`src/rtl/spypath_delay_meter_if.sv`:
```
// Control and result bundle for spypath_delay_meter.
// The requester drives start and reads back busy/done and the run results.
// Optional feature macro: SPYPATH_TROJAN_CMP_EN adds lat_threshold and trojan_flag.
interface spypath_delay_meter_if #(
  parameter int CNT_W      = 8,
  parameter int NUM_TRIALS = 16
);
  localparam int SUM_W = CNT_W + $clog2(NUM_TRIALS);

  logic             start;
  logic             busy;
  logic             done;
  logic [SUM_W-1:0] lat_sum;
  logic [CNT_W-1:0] lat_max;
  logic             timeout_err;
`ifdef SPYPATH_TROJAN_CMP_EN
  logic [SUM_W-1:0] lat_threshold;
  logic             trojan_flag;
`endif

  modport master (
    output start,
`ifdef SPYPATH_TROJAN_CMP_EN
    output lat_threshold,
    input  trojan_flag,
`endif
    input  busy,
    input  done,
    input  lat_sum,
    input  lat_max,
    input  timeout_err
  );

  modport slave (
    input  start,
`ifdef SPYPATH_TROJAN_CMP_EN
    input  lat_threshold,
    output trojan_flag,
`endif
    output busy,
    output done,
    output lat_sum,
    output lat_max,
    output timeout_err
  );
endinterface

```
`src/rtl/spypath_delay_meter.sv`:
```
// Launch/capture controller for a spypath delay chain.
// Each trial waits SETTLE_CYCLES, toggles the chain input, then counts cycles
// until the synchronised chain output follows. NUM_TRIALS latencies are summed
// and their maximum kept; a trial that never arrives records TIMEOUT.
// Optional feature macro: SPYPATH_TROJAN_CMP_EN adds a registered comparison of
// the final sum against lat_threshold (trojan_flag).
module spypath_delay_meter #(
  parameter int   NUM_TRIALS    = 16,
  parameter int   CNT_W         = 8,
  parameter int   TIMEOUT       = 200,
  parameter int   SETTLE_CYCLES = 16,
  parameter int   SYNC_STAGES   = 2,
  parameter logic POL_INV       = 1'b0
) (
  input  logic                 clk,
  input  logic                 rst,
  output logic                 path_launch,
  input  logic                 path_capture,
  spypath_delay_meter_if.slave bus
);

  localparam int SUM_W   = CNT_W + $clog2(NUM_TRIALS);
  localparam int TRIAL_W = $clog2(NUM_TRIALS);
  localparam int SET_W   = $clog2(SETTLE_CYCLES + 1);

  localparam logic [2:0] ST_IDLE   = 3'd0;
  localparam logic [2:0] ST_SETTLE = 3'd1;
  localparam logic [2:0] ST_LAUNCH = 3'd2;
  localparam logic [2:0] ST_WAIT   = 3'd3;
  localparam logic [2:0] ST_RECORD = 3'd4;
  localparam logic [2:0] ST_FIN    = 3'd5;

  localparam logic [SET_W-1:0]   SETTLE_LAST = SET_W'(SETTLE_CYCLES - 1);
  localparam logic [TRIAL_W-1:0] TRIAL_LAST  = TRIAL_W'(NUM_TRIALS - 1);
  localparam logic [CNT_W-1:0]   TIMEOUT_VAL = CNT_W'(TIMEOUT);

  logic [2:0]             state_q,    state_d;
  logic [SET_W-1:0]       settleCnt_q, settleCnt_d;
  logic [TRIAL_W-1:0]     trial_q,    trial_d;
  logic [CNT_W-1:0]       waitCnt_q,  waitCnt_d;
  logic [CNT_W-1:0]       latency_q,  latency_d;
  logic                   launch_q,   launch_d;
  logic                   busy_q,     busy_d;
  logic                   done_q,     done_d;
  logic [SUM_W-1:0]       latSum_q,   latSum_d;
  logic [CNT_W-1:0]       latMax_q,   latMax_d;
  logic                   timeoutErr_q, timeoutErr_d;
  logic [SYNC_STAGES-1:0] sync_q;
`ifdef SPYPATH_TROJAN_CMP_EN
  logic                   trojan_q,   trojan_d;
`endif

  logic                   captureSync;
  logic                   arrived;
  logic [CNT_W-1:0]       waitInc;
  logic [SUM_W-1:0]       sumNext;

  // The last synchroniser flop is the only view of the asynchronous chain output.
  assign captureSync = sync_q[SYNC_STAGES-1];

  // The launched edge has arrived once the synchronised level matches the
  // level the chain should produce for the current launch value.
  assign arrived = (captureSync == (launch_q ^ POL_INV));

  // The counter value seen in a WAIT cycle is one more than the stored count,
  // so the first WAIT cycle reports latency 1.
  assign waitInc = waitCnt_q + CNT_W'(1);

  // Running sum including the latency being recorded this cycle.
  assign sumNext = latSum_q + SUM_W'(latency_q);

  // Capture synchroniser: shifts the chain output through SYNC_STAGES flops.
  always_ff @(posedge clk) begin
    if (rst) begin
      sync_q <= '0;
    end else begin
      sync_q <= {sync_q[SYNC_STAGES-2:0], path_capture};
    end
  end

  // Next-state logic for the trial sequencer and the result accumulators.
  always_comb begin
    state_d      = state_q;
    settleCnt_d  = settleCnt_q;
    trial_d      = trial_q;
    waitCnt_d    = waitCnt_q;
    latency_d    = latency_q;
    launch_d     = launch_q;
    busy_d       = busy_q;
    done_d       = 1'b0;
    latSum_d     = latSum_q;
    latMax_d     = latMax_q;
    timeoutErr_d = timeoutErr_q;
`ifdef SPYPATH_TROJAN_CMP_EN
    trojan_d     = trojan_q;
`endif

    case (state_q)
      ST_IDLE: begin
        if (bus.start) begin
          latSum_d     = '0;
          latMax_d     = '0;
          timeoutErr_d = 1'b0;
          trial_d      = '0;
          settleCnt_d  = '0;
          busy_d       = 1'b1;
`ifdef SPYPATH_TROJAN_CMP_EN
          trojan_d     = 1'b0;
`endif
          state_d      = ST_SETTLE;
        end
      end

      ST_SETTLE: begin
        if (settleCnt_q == SETTLE_LAST) begin
          settleCnt_d = '0;
          state_d     = ST_LAUNCH;
        end else begin
          settleCnt_d = settleCnt_q + SET_W'(1);
        end
      end

      ST_LAUNCH: begin
        launch_d  = ~launch_q;
        waitCnt_d = '0;
        state_d   = ST_WAIT;
      end

      ST_WAIT: begin
        waitCnt_d = waitInc;
        if (arrived) begin
          latency_d = waitInc;
          state_d   = ST_RECORD;
        end else if (waitInc == TIMEOUT_VAL) begin
          latency_d    = TIMEOUT_VAL;
          timeoutErr_d = 1'b1;
          state_d      = ST_RECORD;
        end
      end

      ST_RECORD: begin
        latSum_d = sumNext;
        if (latency_q > latMax_q) begin
          latMax_d = latency_q;
        end
        trial_d = trial_q + TRIAL_W'(1);
        if (trial_q == TRIAL_LAST) begin
          done_d  = 1'b1;
          busy_d  = 1'b0;
`ifdef SPYPATH_TROJAN_CMP_EN
          trojan_d = (sumNext > bus.lat_threshold) || timeoutErr_q;
`endif
          state_d = ST_FIN;
        end else begin
          state_d = ST_SETTLE;
        end
      end

      ST_FIN: begin
        state_d = ST_IDLE;
      end

      default: begin
        state_d = ST_IDLE;
      end
    endcase
  end

  // State and result registers; reset aborts any run without a done pulse.
  always_ff @(posedge clk) begin
    if (rst) begin
      state_q      <= ST_IDLE;
      settleCnt_q  <= '0;
      trial_q      <= '0;
      waitCnt_q    <= '0;
      latency_q    <= '0;
      launch_q     <= 1'b0;
      busy_q       <= 1'b0;
      done_q       <= 1'b0;
      latSum_q     <= '0;
      latMax_q     <= '0;
      timeoutErr_q <= 1'b0;
`ifdef SPYPATH_TROJAN_CMP_EN
      trojan_q     <= 1'b0;
`endif
    end else begin
      state_q      <= state_d;
      settleCnt_q  <= settleCnt_d;
      trial_q      <= trial_d;
      waitCnt_q    <= waitCnt_d;
      latency_q    <= latency_d;
      launch_q     <= launch_d;
      busy_q       <= busy_d;
      done_q       <= done_d;
      latSum_q     <= latSum_d;
      latMax_q     <= latMax_d;
      timeoutErr_q <= timeoutErr_d;
`ifdef SPYPATH_TROJAN_CMP_EN
      trojan_q     <= trojan_d;
`endif
    end
  end

  assign path_launch     = launch_q;
  assign bus.busy        = busy_q;
  assign bus.done        = done_q;
  assign bus.lat_sum     = latSum_q;
  assign bus.lat_max     = latMax_q;
  assign bus.timeout_err = timeoutErr_q;
`ifdef SPYPATH_TROJAN_CMP_EN
  assign bus.trojan_flag = trojan_q;
`endif

endmodule
```
`src/flat_wrapper.sv`:
```
// flat-port wrapper written by rule: the top's interface ports become plain ports
module spypath_delay_meter_flat 
#(
  parameter int   NUM_TRIALS    = 16,
  parameter int   CNT_W         = 8,
  parameter int   TIMEOUT       = 200,
  parameter int   SETTLE_CYCLES = 16,
  parameter int   SYNC_STAGES   = 2,
  parameter logic POL_INV       = 1'b0
)
  (clk, rst, path_launch, path_capture, bus_start, bus_busy, bus_done, bus_lat_sum, bus_lat_max, bus_timeout_err);
  spypath_delay_meter_if #(.CNT_W(CNT_W), .NUM_TRIALS(NUM_TRIALS)) bus_i ();
  input  logic clk;
  input  logic rst;
  output logic path_launch;
  input  logic path_capture;
  input wire logic [$bits(bus_i.start)-1:0] bus_start;
  output wire logic [$bits(bus_i.busy)-1:0] bus_busy;
  output wire logic [$bits(bus_i.done)-1:0] bus_done;
  output wire logic [$bits(bus_i.lat_sum)-1:0] bus_lat_sum;
  output wire logic [$bits(bus_i.lat_max)-1:0] bus_lat_max;
  output wire logic [$bits(bus_i.timeout_err)-1:0] bus_timeout_err;
  assign bus_i.start = bus_start;
  assign bus_busy = bus_i.busy;
  assign bus_done = bus_i.done;
  assign bus_lat_sum = bus_i.lat_sum;
  assign bus_lat_max = bus_i.lat_max;
  assign bus_timeout_err = bus_i.timeout_err;
  spypath_delay_meter #(.NUM_TRIALS(NUM_TRIALS), .CNT_W(CNT_W), .TIMEOUT(TIMEOUT), .SETTLE_CYCLES(SETTLE_CYCLES), .SYNC_STAGES(SYNC_STAGES), .POL_INV(POL_INV)) u_core (.clk(clk), .rst(rst), .path_launch(path_launch), .path_capture(path_capture), .bus(bus_i));
endmodule
```
`config.mk`:
```
export PLATFORM = sky130hd
export DESIGN_NAME = spypath_delay_meter_flat
export DESIGN_NICKNAME = d
export VERILOG_FILES = /design/src/rtl/spypath_delay_meter_if.sv /design/src/rtl/spypath_delay_meter.sv /design/src/flat_wrapper.sv
export SDC_FILE = /design/constraint.sdc
export NUM_CORES = 1
export LEC_CHECK = 0
export CAP_MARGIN = 20
export CORE_MARGIN = 5
export CORE_UTILIZATION = 55
export CTS_BUF_LIST = sky130_fd_sc_hd__clkbuf_4
export CTS_CLUSTER_DIAMETER = 50
export DETAILED_ROUTE_END_ITERATION = 12
export GPL_TIMING_DRIVEN = 0
export PLACE_DENSITY = 0.83
export SLEW_MARGIN = 20
export SYNTH_ARGS = -nofsm -noshare
export SYNTH_HDL_FRONTEND = slang
export SYNTH_SLANG_ARGS = --single-unit
```
`constraint.sdc`:
```
create_clock -name clk -period 2.8 [get_ports clk]
set_clock_uncertainty 0.1 [all_clocks]
set_input_delay 0.56 -clock clk [delete_from_list [all_inputs] [get_ports clk]]
set_output_delay 0.56 -clock clk [all_outputs]
set_load 0.02 [all_outputs]
```
==> run_results.csv <==
group,metric,value,unit
timing,timing.hold.ws,0.368,ns
synth,sequential_element_share_of_the_synthesized_area,0.351,
timing,final-setup-viol-count,0,
cells_and_area,final_core_utilization,0.647,
synth,yosys_most_used_dff,"dfxtp_1",
global_routing,grt_usage,0.215,
synth,synth.largest_area_cell,"dfxtp_1",
detailed_routing,route.detailed.vias_per_inst,6.10,
cells_and_area,final_nets,421,
cells_and_area,design_area,3540,sq um
synth,netlist-cell-type-count,58,
synth,number_of_flops_mapped_to_enable_cells_by_yosys,0,
global_routing,grt_pass1_vias,2697,
global_routing,number_of_antenna_violations_at_the_first_check_in_global_routing,0,
power,p_leak,1.32,nW
clock_network,cts.repair.resized,0,
synth,synthesis.area,3080,sq um
floorplanning,core_region_area,5470,sq um
job,maxCapViolCount,0,
synth,ys_warn_count,0,
critical_path,cp_data_required_time,2.95,ns
clock_network,cts.path.max_buffers,2,
clock_network,clkLatencyLatePin,0.38,ns
synth,postSynthNetCount,388,
cells_and_area,final_layout_size_suffix_gt1_frac,0.0605,
timing,slew-limit-headroom,0.428,
timing,finalSetupTns,0,ns
cells_and_area,final.fill_count,475,
critical_path,endpoint_kind,"flop",
synth,netlist.area_leader.share,0.351,
timing,unrepaired_setup_endpoints_after_global_routing,"false",
detailed_routing,wire_per_inst,16.2,microns
clock_network,clk_pin_slew_worst_paths,0.16,ns
cells_and_area,sequential_cell_area,1080,sq um
detailed_routing,routed-via-count,2863,
place,portBuffers,26,
clock_network,post_cts_hold_buffer_count,0,
floorplanning,y_dimension_of_the_die,84.9,microns
timing,hold_viol_final,0,
clock_network,cts_tree,"done",
detailed_routing,first_iter_violations,198,
floorplanning,dieWidth,84.9,microns
hold_path,worst_min_delay_path_category,"reg -> reg",
critical_path,timing.setup.critical_path_class,"reg -> reg",
floorplanning,die_area,7210,sq um
synth,post_synth.cell_area_avg,8.50,sq um
run_status,run_status,"completed",
synth,ys_top_cells_by_count,"dfxtp_1, nor2_1, a21oi_1",
timing,worst_pin_slew,0.852,ns
timing,post-route-period-util,0.916,
critical_path,critical_path.startpoint_type,"flop",
detailed_routing,drcViolationCount,0,
clock_network,cts.sink_count,54,
clock_network,cts_made_buffers,5,
clock_network,ctsHtreeMaxLevel,2,
synth,synth_async_sr_flop_share,0,
critical_path,worstPathArrival,2.71,ns
timing,min_period,2.56,ns
power,power-per-cell-area,431,nW/um^2
place,detailed_place.area,3430,sq um
detailed_routing,postRouteAntennaNets,0,
global_routing,overflow,0,
global_routing,grt_pass1_wl,12800,microns
power,vdd_ir_drop_max,267,uV
floorplanning,rows,27,
synth,synthMostInstantiatedCell,"dfxtp_1",
synth,ys_seq_elements,54,
critical_path,critPathMaxFanout,9,
clock_network,post_cts_buffers,0,
place,dpl.hpwl,5680,microns
timing,max_slew_violations,0,
detailed_routing,finalWirelength,7610,microns
cells_and_area,flow.area_growth_from_synthesis,14.8,%
global_routing,largest_net_degree_at_the_start_of_global_routing,17,
cells_and_area,multi_input_gate_area,1860,sq um
cells_and_area,antennaDiodeCount,0,
clock_network,ctsRootBufferMaster,"clkbuf_4",
floorplanning,floorplan.io_pins,28,
place,gp_congestion,0.949,
timing,fmax,390,MHz
synth,ys_top_cells_by_area,"dfxtp_1, ha_1, nor2_1, o31ai_1, a21oi_1",
floorplanning,initial_core_util,0.564,
synth,synthesis.instances,363,
detailed_routing,drt-pass1-iter-count,5,
==> worst max-delay path: stages, from the launching register on <==
cell and delay (ns):
dfxtp_1 0.48, ha_1 0.31, and3_1 0.23, nand3_1 0.10, xor2_1 0.22, nor4_2 0.78
o22ai_1 0.21
==> report_power, final <==
part,internal [mW],switching [mW],leakage (nW),total [mW]
Combinational,0.0680,0.125,0.827,0.193
Sequential,0.785,0.0177,0.437,0.803
Clock,0.275,0.254,0.0528,0.529
==> area by class of cell <==
cell class / count / share of cell area
clock inverters: 3 / 0.0180
plain buffers: 24 / 0.0307
clock buffers: 5 / 0.0106
repair buffers: 26 / 0.0735
multi-input cells: 274 / 0.525
flip-flops and latches: 54 / 0.305
well taps: 72 / 0.0254
inverters: 11 / 0.0117
==> flip-flops by register name, indices dropped and copies added (netlist names), 2 cells and up <==
signal,count
u_core.waitCnt_q,8
u_core.latency_q,8
u_core.state_q,3
u_core.bus.lat_max,8
u_core.sync_q,2
u_core.bus.lat_sum,12
u_core.trial_q,4
u_core.settleCnt_q,5
==> layout by cell type (no fill, tap or decap), drive strengths merged, types with 6 or more instances in the layout <==
cell type,count
nand3,12
o31ai,15
dfxtp,54
xnor2,7
inv,11
clkdlybuf4s50,26
a21oi,23
nor3,8
nand3b,6
nand2b,9
nor3b,11
clkbuf,23
nor2,38
buf,6
nand2,16
ha,20
o21ai,17
a22oi,10
==> worst paths after layout <==
| check | from | to | slack [ns] | cells past startpoint |
|---|---|---|---|---|
| setup / recovery | u_core.waitCnt_q[0] | u_core.state_q[0] | 0.24 | 6 |
| hold / removal | u_core.sync_q[0] | u_core.sync_q[1] | 0.37 | 1 |
| setup reg to reg | u_core.waitCnt_q[0] | u_core.state_q[0] | 0.24 | 6 |
| hold reg to reg | u_core.sync_q[0] | u_core.sync_q[1] | 0.37 | 1 |
==> per-layer routing <==
layer,global-route usage,vias up,wire length (microns)
li1,-,1416,-
met1,0.296,1341,3470
met4,0.0647,0,125
met3,0.0340,18,347
met5,0,-,0
met2,0.349,88,3660
==> per-stage QoR <==
step / setup WS (ns) / power [mW] / instances
2_1_floorplan: 0.444 / 0.951 / 363
3_3_place_gp: 0.0479 / 1.00 / 461
3_5_place_dp: -0.00826 / 1.01 / 461
4_1_cts: 0.0938 / 1.53 / 469
5_1_grt: 0.0680 / 1.59 / 469
6_report: 0.237 / 1.53 / 469
==> kinds of logic (layout without fill, tap and decap cells) <==
logic type | after synthesis | in the layout | share of synthesized area
fa+ha+maj | 21 | 21 | 0.0876
simple gates | 137 | 137 | 0.246
flops | 54 | 54 | 0.351
xor+xnor | 11 | 11 | 0.0312
mux | 3 | 3 | 0.0122
compound gates | 102 | 102 | 0.224
buf+inv | 35 | 69 | 0.0487
Note: power is estimated with default switching activity, not from simulation.
